## config.mk

```make
export PLATFORM = sky130hd
export DESIGN_NAME = myo_frame_scheduler
export DESIGN_NICKNAME = d
export VERILOG_FILES = /design/src/rtl/myo_pkg.sv /design/src/rtl/myo_frame_scheduler_mask_next.sv /design/src/rtl/myo_frame_scheduler.sv
export SDC_FILE = /design/constraint.sdc
export NUM_CORES = 1
export LEC_CHECK = 0
export ABC_AREA = 1
export ABC_CLOCK_PERIOD_IN_PS = 5000
export CAP_MARGIN = 20
export CORE_MARGIN = 2
export CORE_UTILIZATION = 42
export DETAILED_ROUTE_END_ITERATION = 10
export PLACE_DENSITY = 0.73
export SKIP_LAST_GASP = 1
export SYNTH_ARGS = -nofsm -noshare
export SYNTH_HDL_FRONTEND = slang
export SYNTH_HIERARCHICAL = 1
export SYNTH_SLANG_ARGS = --single-unit
```

## constraint.sdc

```tcl
create_clock -name clock -period 5 [get_ports clock]
set_clock_uncertainty 0.15 [all_clocks]
set_input_delay 1 -clock clock [delete_from_list [all_inputs] [get_ports clock]]
set_output_delay 1 -clock clock [all_outputs]
set_load 0.01 [all_outputs]
```

## src/rtl/myo_pkg.sv

```systemverilog
// Shared definitions for the myoelectric SPI frame scheduler: state encoding,
// datapath widths and a saturating-increment helper.
package myo_pkg;

  localparam int MOTOR_W = 8;
  localparam int CNT_W   = 32;
  localparam int STAT_W  = 16;

  typedef enum logic [2:0] {
    ST_IDLE        = 3'd0,
    ST_START       = 3'd1,
    ST_WAIT_DONE   = 3'd2,
    ST_NEXT        = 3'd3,
    ST_WAIT_PERIOD = 3'd4
  } sched_state_e;

  function automatic logic [CNT_W-1:0] sat_inc_cnt(input logic [CNT_W-1:0] v);
    return (&v) ? v : v + 32'd1;
  endfunction

endpackage

```

## src/rtl/myo_frame_scheduler_mask_next.sv

```systemverilog
// Combinational search for the lowest set mask bit above the current index,
// or the lowest set bit overall when from_zero_i is high.
module myo_mask_next
  import myo_pkg::*;
#(
  parameter int NUMBER_OF_MOTORS = 6
) (
  input  logic [NUMBER_OF_MOTORS-1:0] mask_i,
  input  logic [MOTOR_W-1:0]          cur_i,
  input  logic                        from_zero_i,
  output logic [MOTOR_W-1:0]          idx_o,
  output logic                        found_o
);

  logic hit_s;

  // Scan downward so the lowest qualifying index is the last one written.
  always_comb begin
    idx_o   = '0;
    found_o = 1'b0;
    hit_s   = 1'b0;
    for (int j = NUMBER_OF_MOTORS - 1; j >= 0; j--) begin
      hit_s   = mask_i[j] & (from_zero_i | (MOTOR_W'(j) > cur_i));
      idx_o   = hit_s ? MOTOR_W'(j) : idx_o;
      found_o = found_o | hit_s;
    end
  end

endmodule

```

## src/rtl/myo_frame_scheduler.sv

```systemverilog
// Sequences SPI frames across the enabled motors of one bus, paces sweeps to a
// programmable period, and reports latch/PID/timeout/overrun events.
module myo_frame_scheduler
  import myo_pkg::*;
#(
  parameter int NUMBER_OF_MOTORS = 6,
  parameter int TIMEOUT_CYCLES   = 2000
) (
  input  logic                        clock,
  input  logic                        reset_n,
  input  logic                        enable_i,
  input  logic [NUMBER_OF_MOTORS-1:0] motor_mask_i,
  input  logic [CNT_W-1:0]            period_cycles_i,
  input  logic                        clear_stats_i,
  input  logic                        spi_done_i,
  input  logic                        ss_n_i,
  output logic                        start_o,
  output logic [MOTOR_W-1:0]          motor_o,
  output logic [NUMBER_OF_MOTORS-1:0] ss_n_o,
  output logic                        latch_o,
  output logic                        pid_update_o,
  output logic [MOTOR_W-1:0]          pid_motor_o,
  output logic                        timeout_o,
  output logic                        sweep_done_o,
  output logic [CNT_W-1:0]            sweep_cycles_o,
  output logic                        overrun_o,
  output logic [STAT_W-1:0]           timeout_count_o
);

  sched_state_e       state_q, state_d;
  logic [MOTOR_W-1:0] motor_q, motor_d, pid_motor_q, pid_motor_d;
  logic               pid_update_q, pid_update_d, done_prev_q;
  logic [CNT_W-1:0]   frame_timer_q, frame_timer_d;
  logic [CNT_W-1:0]   sweep_cnt_q, sweep_cnt_d, sweep_cycles_q, sweep_cycles_d;
  logic [STAT_W-1:0]  timeout_count_q, timeout_count_d;

  logic               done_rise_s, frame_expired_s, mask_any_s, period_reached_s, restart_s;
  logic [MOTOR_W-1:0] next_idx_s, first_idx_s;
  logic               next_found_s, first_found_s;

  assign done_rise_s      = spi_done_i & ~done_prev_q;
  assign frame_expired_s  = (frame_timer_q >= CNT_W'(TIMEOUT_CYCLES - 1));
  assign mask_any_s       = |motor_mask_i;
  assign period_reached_s = (period_cycles_i == 32'd0) || (sweep_cnt_q >= period_cycles_i - 32'd1);

  myo_mask_next #(.NUMBER_OF_MOTORS(NUMBER_OF_MOTORS)) u_next (
    .mask_i(motor_mask_i), .cur_i(motor_q), .from_zero_i(1'b0),
    .idx_o(next_idx_s), .found_o(next_found_s)
  );

  myo_mask_next #(.NUMBER_OF_MOTORS(NUMBER_OF_MOTORS)) u_first (
    .mask_i(motor_mask_i), .cur_i(motor_q), .from_zero_i(1'b1),
    .idx_o(first_idx_s), .found_o(first_found_s)
  );

  // Scheduler next-state, pulse outputs and counter updates.
  always_comb begin
    state_d       = state_q;
    motor_d       = motor_q;
    frame_timer_d = frame_timer_q;
    restart_s     = 1'b0;
    start_o       = 1'b0;
    latch_o       = 1'b0;
    timeout_o     = 1'b0;
    sweep_done_o  = 1'b0;
    overrun_o     = 1'b0;
    case (state_q)
      ST_IDLE: begin
        if (enable_i && mask_any_s && first_found_s) begin
          motor_d = first_idx_s;
          state_d = ST_START;
        end else begin
          state_d = ST_IDLE;
        end
      end
      ST_START: begin
        start_o       = 1'b1;
        frame_timer_d = '0;
        state_d       = ST_WAIT_DONE;
      end
      ST_WAIT_DONE: begin
        frame_timer_d = frame_timer_q + 32'd1;
        // A done edge in the expiry cycle still counts as a completed frame.
        if (done_rise_s) begin
          latch_o = 1'b1;
          state_d = ST_NEXT;
        end else if (frame_expired_s) begin
          timeout_o = 1'b1;
          state_d   = ST_NEXT;
        end else begin
          state_d = ST_WAIT_DONE;
        end
      end
      ST_NEXT: begin
        sweep_done_o = ~next_found_s;
        if (!enable_i || !mask_any_s) begin
          state_d = ST_IDLE;
        end else if (next_found_s) begin
          motor_d = next_idx_s;
          state_d = ST_START;
        end else if (period_reached_s) begin
          overrun_o = (period_cycles_i != 32'd0) && (sweep_cnt_q >= period_cycles_i);
          restart_s = 1'b1;
          motor_d   = first_idx_s;
          state_d   = ST_START;
        end else begin
          state_d = ST_WAIT_PERIOD;
        end
      end
      ST_WAIT_PERIOD: begin
        if (!enable_i || !mask_any_s) begin
          state_d = ST_IDLE;
        end else if (period_reached_s) begin
          restart_s = 1'b1;
          motor_d   = first_idx_s;
          state_d   = ST_START;
        end else begin
          state_d = ST_WAIT_PERIOD;
        end
      end
      default: state_d = ST_IDLE;
    endcase

    sweep_cnt_d     = (state_q == ST_IDLE || restart_s) ? '0 : sat_inc_cnt(sweep_cnt_q);
    sweep_cycles_d  = restart_s ? sat_inc_cnt(sweep_cnt_q) : sweep_cycles_q;
    pid_update_d    = latch_o;
    pid_motor_d     = latch_o ? motor_q : pid_motor_q;
    timeout_count_d = clear_stats_i ? '0 :
                      (timeout_o && !(&timeout_count_q)) ? timeout_count_q + 16'd1 :
                      timeout_count_q;
  end

  // State and datapath registers; the done history resets high so a level
  // held across reset is not mistaken for a fresh edge.
  always_ff @(posedge clock or negedge reset_n) begin
    if (!reset_n) begin
      state_q         <= ST_IDLE;
      motor_q         <= '0;
      pid_motor_q     <= '0;
      pid_update_q    <= 1'b0;
      done_prev_q     <= 1'b1;
      frame_timer_q   <= '0;
      sweep_cnt_q     <= '0;
      sweep_cycles_q  <= '0;
      timeout_count_q <= '0;
    end else begin
      state_q         <= state_d;
      motor_q         <= motor_d;
      pid_motor_q     <= pid_motor_d;
      pid_update_q    <= pid_update_d;
      done_prev_q     <= spi_done_i;
      frame_timer_q   <= frame_timer_d;
      sweep_cnt_q     <= sweep_cnt_d;
      sweep_cycles_q  <= sweep_cycles_d;
      timeout_count_q <= timeout_count_d;
    end
  end

  // Route the master's slave select to the active motor only.
  always_comb begin
    ss_n_o = '1;
    for (int j = 0; j < NUMBER_OF_MOTORS; j++) begin
      ss_n_o[j] = (state_q != ST_IDLE && motor_q == MOTOR_W'(j)) ? ss_n_i : 1'b1;
    end
  end

  assign motor_o         = motor_q;
  assign pid_update_o    = pid_update_q;
  assign pid_motor_o     = pid_motor_q;
  assign sweep_cycles_o  = sweep_cycles_q;
  assign timeout_count_o = timeout_count_q;

endmodule

```

==> results by stage <==
Layout:
- From synthesis to final layout, the design area changed by 29.8%.
- With fillers left out, the area of the finished cells amounts to 12,900 sq um.
- The fraction of layout instances using a drive strength above 1 is 17.2%.
- The number of antenna diodes in the final layout is 0.
- The net total in the final layout is 1,682.
- Counting the fill cells in the layout gives 2,141.

Synthesis:
- The register area share after synthesis is 33.6%.
- Each instance of the synthesized netlist takes up on average 7.37 sq um.
- The number of distinct library cells after synthesis is 56.
- By instance count, the leading cell after synthesis is sky130_fd_sc_hd__nand2_1.
- In the synthesized netlist, the cells that appear most often are sky130_fd_sc_hd__nand2_1, sky130_fd_sc_hd__nor2_1, sky130_fd_sc_hd__inv_1.
- The primary flip-flop cell chosen by synthesis mapping is sky130_fd_sc_hd__dfrtp_1.
- Summed over its instances, the top area cell type makes up 33.3% of the synthesized netlist area.
- The number of warnings issued by yosys is 6.
- Counting flops and latches in the post-synthesis netlist gives 133.
- In this run the cell area of the synthesized design comes to 9910 sq um.
- The count of flip-flops with a built-in enable after synthesis is 0.
- The cell accounting for the most synthesized area is sky130_fd_sc_hd__dfrtp_1.
- Synthesis produced a netlist whose cell count is 1,345.
- By area the synthesized netlist is led by sky130_fd_sc_hd__dfrtp_1, sky130_fd_sc_hd__nand2_1, sky130_fd_sc_hd__ha_1, sky130_fd_sc_hd__nor2_1, sky130_fd_sc_hd__inv_1.
- For this run, asynchronously set or reset flops after synthesis account for 100%.

Clock tree:
- The buffer cell driving the clock tree root is sky130_fd_sc_hd__clkbuf_16.
- No sink is reached through more buffers than the 2 on the longest clock path.
- The H-tree was split into 4 levels.
- TritonCTS built the clock tree.
- After clock tree synthesis, the flow added hold-fix buffers numbering 0.
- After clock tree synthesis, the clock-pin slew on the worst setup and hold paths is 0.06 ns.
- The clock latency on the worst-skew pair is between 0.4 and 0.5 ns.
- In this run, CTS created clock tree buffers numbering 17.
- For this design, the sink count on the clock tree is 133.

Global routing:
- The wire length of the first global-routing pass is around 45 mm.
- The total overflow left after global routing is 0.
- The number of global-route vias before repair came to 9,525.
- The number of antenna violations at the first check in global routing is 0.
- Entering global routing, the biggest net connects 108 pins.
- The overall global routing resource usage is 22.6%.

Critical path:
- The kind of start point of the critical path is an input port.
- For the worst setup path, the data required time is 3.85 ns.
- STA classifies the critical path endpoint as an output pin.
- Data on the critical path arrives at its endpoint at 3.77 ns.
- The worst setup path is of the input port to output pin kind.
- Of all nets on the critical path, the largest fanout is 3.

Power and ir drop:
- In this run the power density over the cells is between 200 and 300 nW/um^2.
- The share of total power dissipated in the clock network is 33.2%.
- The total chip power is 0.00358 W.
- The leakage power summed over all cells is 6.21 nW.
- IR analysis of the VDD net gives a maximum drop of 0.330 mV.
- The power share of the combinational group is 29.9%.
- The proportion of power drawn by flip-flops and latches is a little under two fifths.
- The internal cell power is approximately 0.0023 W.
- The net switching component of the power is roughly 0.0013 W.
- The proportion of total power due to net switching is 35.7%.

Run status:
- The run finished with clean final reports.

STA:
- The max-slew violation count is 0.
- The achievable frequency is 203 MHz.
- At the pin with the least slew margin, the transition time is 0.980 ns.
- The final worst slack is 0.0847 ns.
- The worst slew margin relative to its limit is 34.7%.
- Setup repair after global routing could not meet its margin everywhere.
- The setup violation total in the final timing report is 0.
- The tightest hold path in the finished design has a slack of 0.326 ns.
- After layout, the worst path uses 98.3% of the clock period.
- The setup TNS after final layout is 0 ns.
- The worst path needs between 4 and 5 ns of the cycle, external delays included.
- The count of final hold-check violations is 0.

Worst hold path:
- The kind of path behind the tightest hold check is register to register.

Route:
- In the final routed layout, each cell accounts on average for 14.4 um.
- For this run, design rule violations remaining after detail routing come to 0.
- The average vias per placed instance is 5.16.
- The first routing iteration left 569 violations.
- The first detailed-routing pass ran for 5 iterations.
- For this block, the routed nets add up to 27.3 mm of wire.
- Once detail routing completed, the nets flagged for antenna violations numbered 0.
- The total vias in the final route is 9,817.

Floorplanning:
- The chip height is 158 um.
- The floorplan die area is 24,800 sq um.
- The die extent in x is 158 um.
- The core region is roughly 23,000 sq um.
- The total I/O pin count is 120.
- The initial utilization of the core area, before any placement, comes to 42.5%.
- The number of cell rows is 56.

Place:
- During placement, the flow inserted port buffers numbering 119.
- The cell area after placement is roughly 12,000 sq um.
- The placer's final routability congestion estimate is 0.889.
- At the placement stage, the worst setup path has a slack of -0.909 ns.
- The estimated wirelength of the detail-placed design is 20.1 mm.

Job:
- The max capacitance violation total is 0.
==> cell families after synthesis <==
group / synth area share, %
XOR/XNOR: 6.27
multiplexers: 0.202
AO/OA/AOI/OAI: 9.92
buffers and inverters: 8.82
adder cells (fa/ha/maj): 8.58
flip-flops: 33.6
other: 0.151
AND/OR/NAND/NOR: 32.5
==> flip-flops by register name, summed over array words and instances (netlist names) <==
signal	count
done_prev_q	1
frame_timer_q	32
motor_o	8
pid_motor_o	8
pid_update_o	1
state_q	3
sweep_cnt_q	32
sweep_cycles_o	32
timeout_count_o	16
==> worst paths after layout <==
check	start	end	slack, ns	depth (start not counted)
worst max-delay path	period_cycles_i[0]	overrun_o	0.08	24
worst min-delay path	frame_timer_q[12]$_DFFE_PN0P_	frame_timer_q[12]$_DFFE_PN0P_	0.33	1
worst max register to register	motor_o[3]$_DFFE_PN0P_	sweep_cycles_o[11]$_DFFE_PN0P_	2.21	14
worst min register to register	frame_timer_q[12]$_DFFE_PN0P_	frame_timer_q[12]$_DFFE_PN0P_	0.33	1
max in group asynchronous	reset_n	frame_timer_q[24]$_DFFE_PN0P_	3.22	2
min in group asynchronous	reset_n	timeout_count_o[5]$_DFFE_PN0P_	0.54	1
==> power by group through the flow <==
| stage | Sequential (W) | Clock [W] | Combinational (W) |
|---|---|---|---|
| 2_1_floorplan | 0.00133 | 0 | 0.000603 |
| 3_3_place_gp | 0.00133 | 0 | 0.00103 |
| 3_5_place_dp | 0.00133 | 0 | 0.00104 |
| 4_1_cts | 0.00132 | 0.00121 | 0.00106 |
| 5_1_grt | 0.00134 | 0.00126 | 0.00120 |
| 6_report | 0.00132 | 0.00119 | 0.00107 |
==> cell usage in the layout, fill, tap and decap left out, types with 16 or more instances in the layout <==
cell type and instances:
sky130_fd_sc_hd__clkdlybuf4s50_1 96, sky130_fd_sc_hd__inv_1 157, sky130_fd_sc_hd__nor3_1 31, sky130_fd_sc_hd__nand4_1 45, sky130_fd_sc_hd__nor2_2 31, sky130_fd_sc_hd__nand3_1 80, sky130_fd_sc_hd__buf_4 104, sky130_fd_sc_hd__ha_1 66
sky130_fd_sc_hd__nor2_1 151, sky130_fd_sc_hd__nand2_1 276, sky130_fd_sc_hd__o21ai_1 23, sky130_fd_sc_hd__conb_1 16, sky130_fd_sc_hd__o21ai_0 42, sky130_fd_sc_hd__xor2_1 60, sky130_fd_sc_hd__clkbuf_16 17, sky130_fd_sc_hd__dfrtp_1 132
sky130_fd_sc_hd__a21oi_1 42
==> cell type report <==
cell class / instances / area (sq um) / area share [%]
Multi-Input combinational cell: 1015 / 5930 / 46.1
Tap cell: 319 / 399 / 3.10
Clock inverter: 12 / 105 / 0.816
Inverter: 176 / 668 / 5.19
Timing Repair Buffer: 227 / 1980 / 15.4
Sequential cell: 133 / 3330 / 25.9
Clock buffer: 20 / 457 / 3.55
==> timing repair <==
item / CTS / global route
pin swaps: 37 / 39
resized for setup: 90 / 38
endpoints found under the setup margin: 1 / 1
cloned: 0 / 0
setup buffers: 25 / 7
==> worst max-delay path, stage by stage <==
cell and delay (ns):
sky130_fd_sc_hd__buf_8 0.10, sky130_fd_sc_hd__inv_6 0.05, sky130_fd_sc_hd__ha_4 0.15, sky130_fd_sc_hd__nand3_4 0.07, sky130_fd_sc_hd__nor2_4 0.13, sky130_fd_sc_hd__nand2_2 0.09, sky130_fd_sc_hd__nor2_4 0.12, sky130_fd_sc_hd__nand2_4 0.07
sky130_fd_sc_hd__nor2_4 0.11, sky130_fd_sc_hd__buf_6 0.11, sky130_fd_sc_hd__nand4_1 0.11, sky130_fd_sc_hd__nor2_2 0.16, sky130_fd_sc_hd__xor2_1 0.18, sky130_fd_sc_hd__inv_1 0.11, sky130_fd_sc_hd__ha_4 0.27, sky130_fd_sc_hd__nand4_1 0.16
sky130_fd_sc_hd__a21oi_2 0.18, sky130_fd_sc_hd__nor2_2 0.07, sky130_fd_sc_hd__nand3_2 0.08, sky130_fd_sc_hd__nand2_2 0.05, sky130_fd_sc_hd__inv_2 0.06, sky130_fd_sc_hd__nand3_2 0.06, sky130_fd_sc_hd__nor2_2 0.12, sky130_fd_sc_hd__buf_2 0.14
==> per-stage QoR <==
step,instances,util (%)
floorplan,1357,-
global placement,1838,51.1
detailed placement,1838,51.1
CTS,1895,54.6
global route,1902,55.2
finish,1902,55.2
==> metal layers <==
| metal | part of all wire [%] | GRT usage [%] | vias to the layer above | routed length, um |
|---|---|---|---|---|
| met2 | 49 | 38.6 | 275 | 13400 |
| met1 | 44 | 29.0 | 4634 | 11900 |
| met5 | 0 | 0 | - | 0 |
| met4 | 1.7 | 6.75 | 0 | 471 |
| met3 | 5.3 | 4.27 | 33 | 1450 |
| li1 | - | - | 4875 | - |
Power figures use the tool's default switching activity.
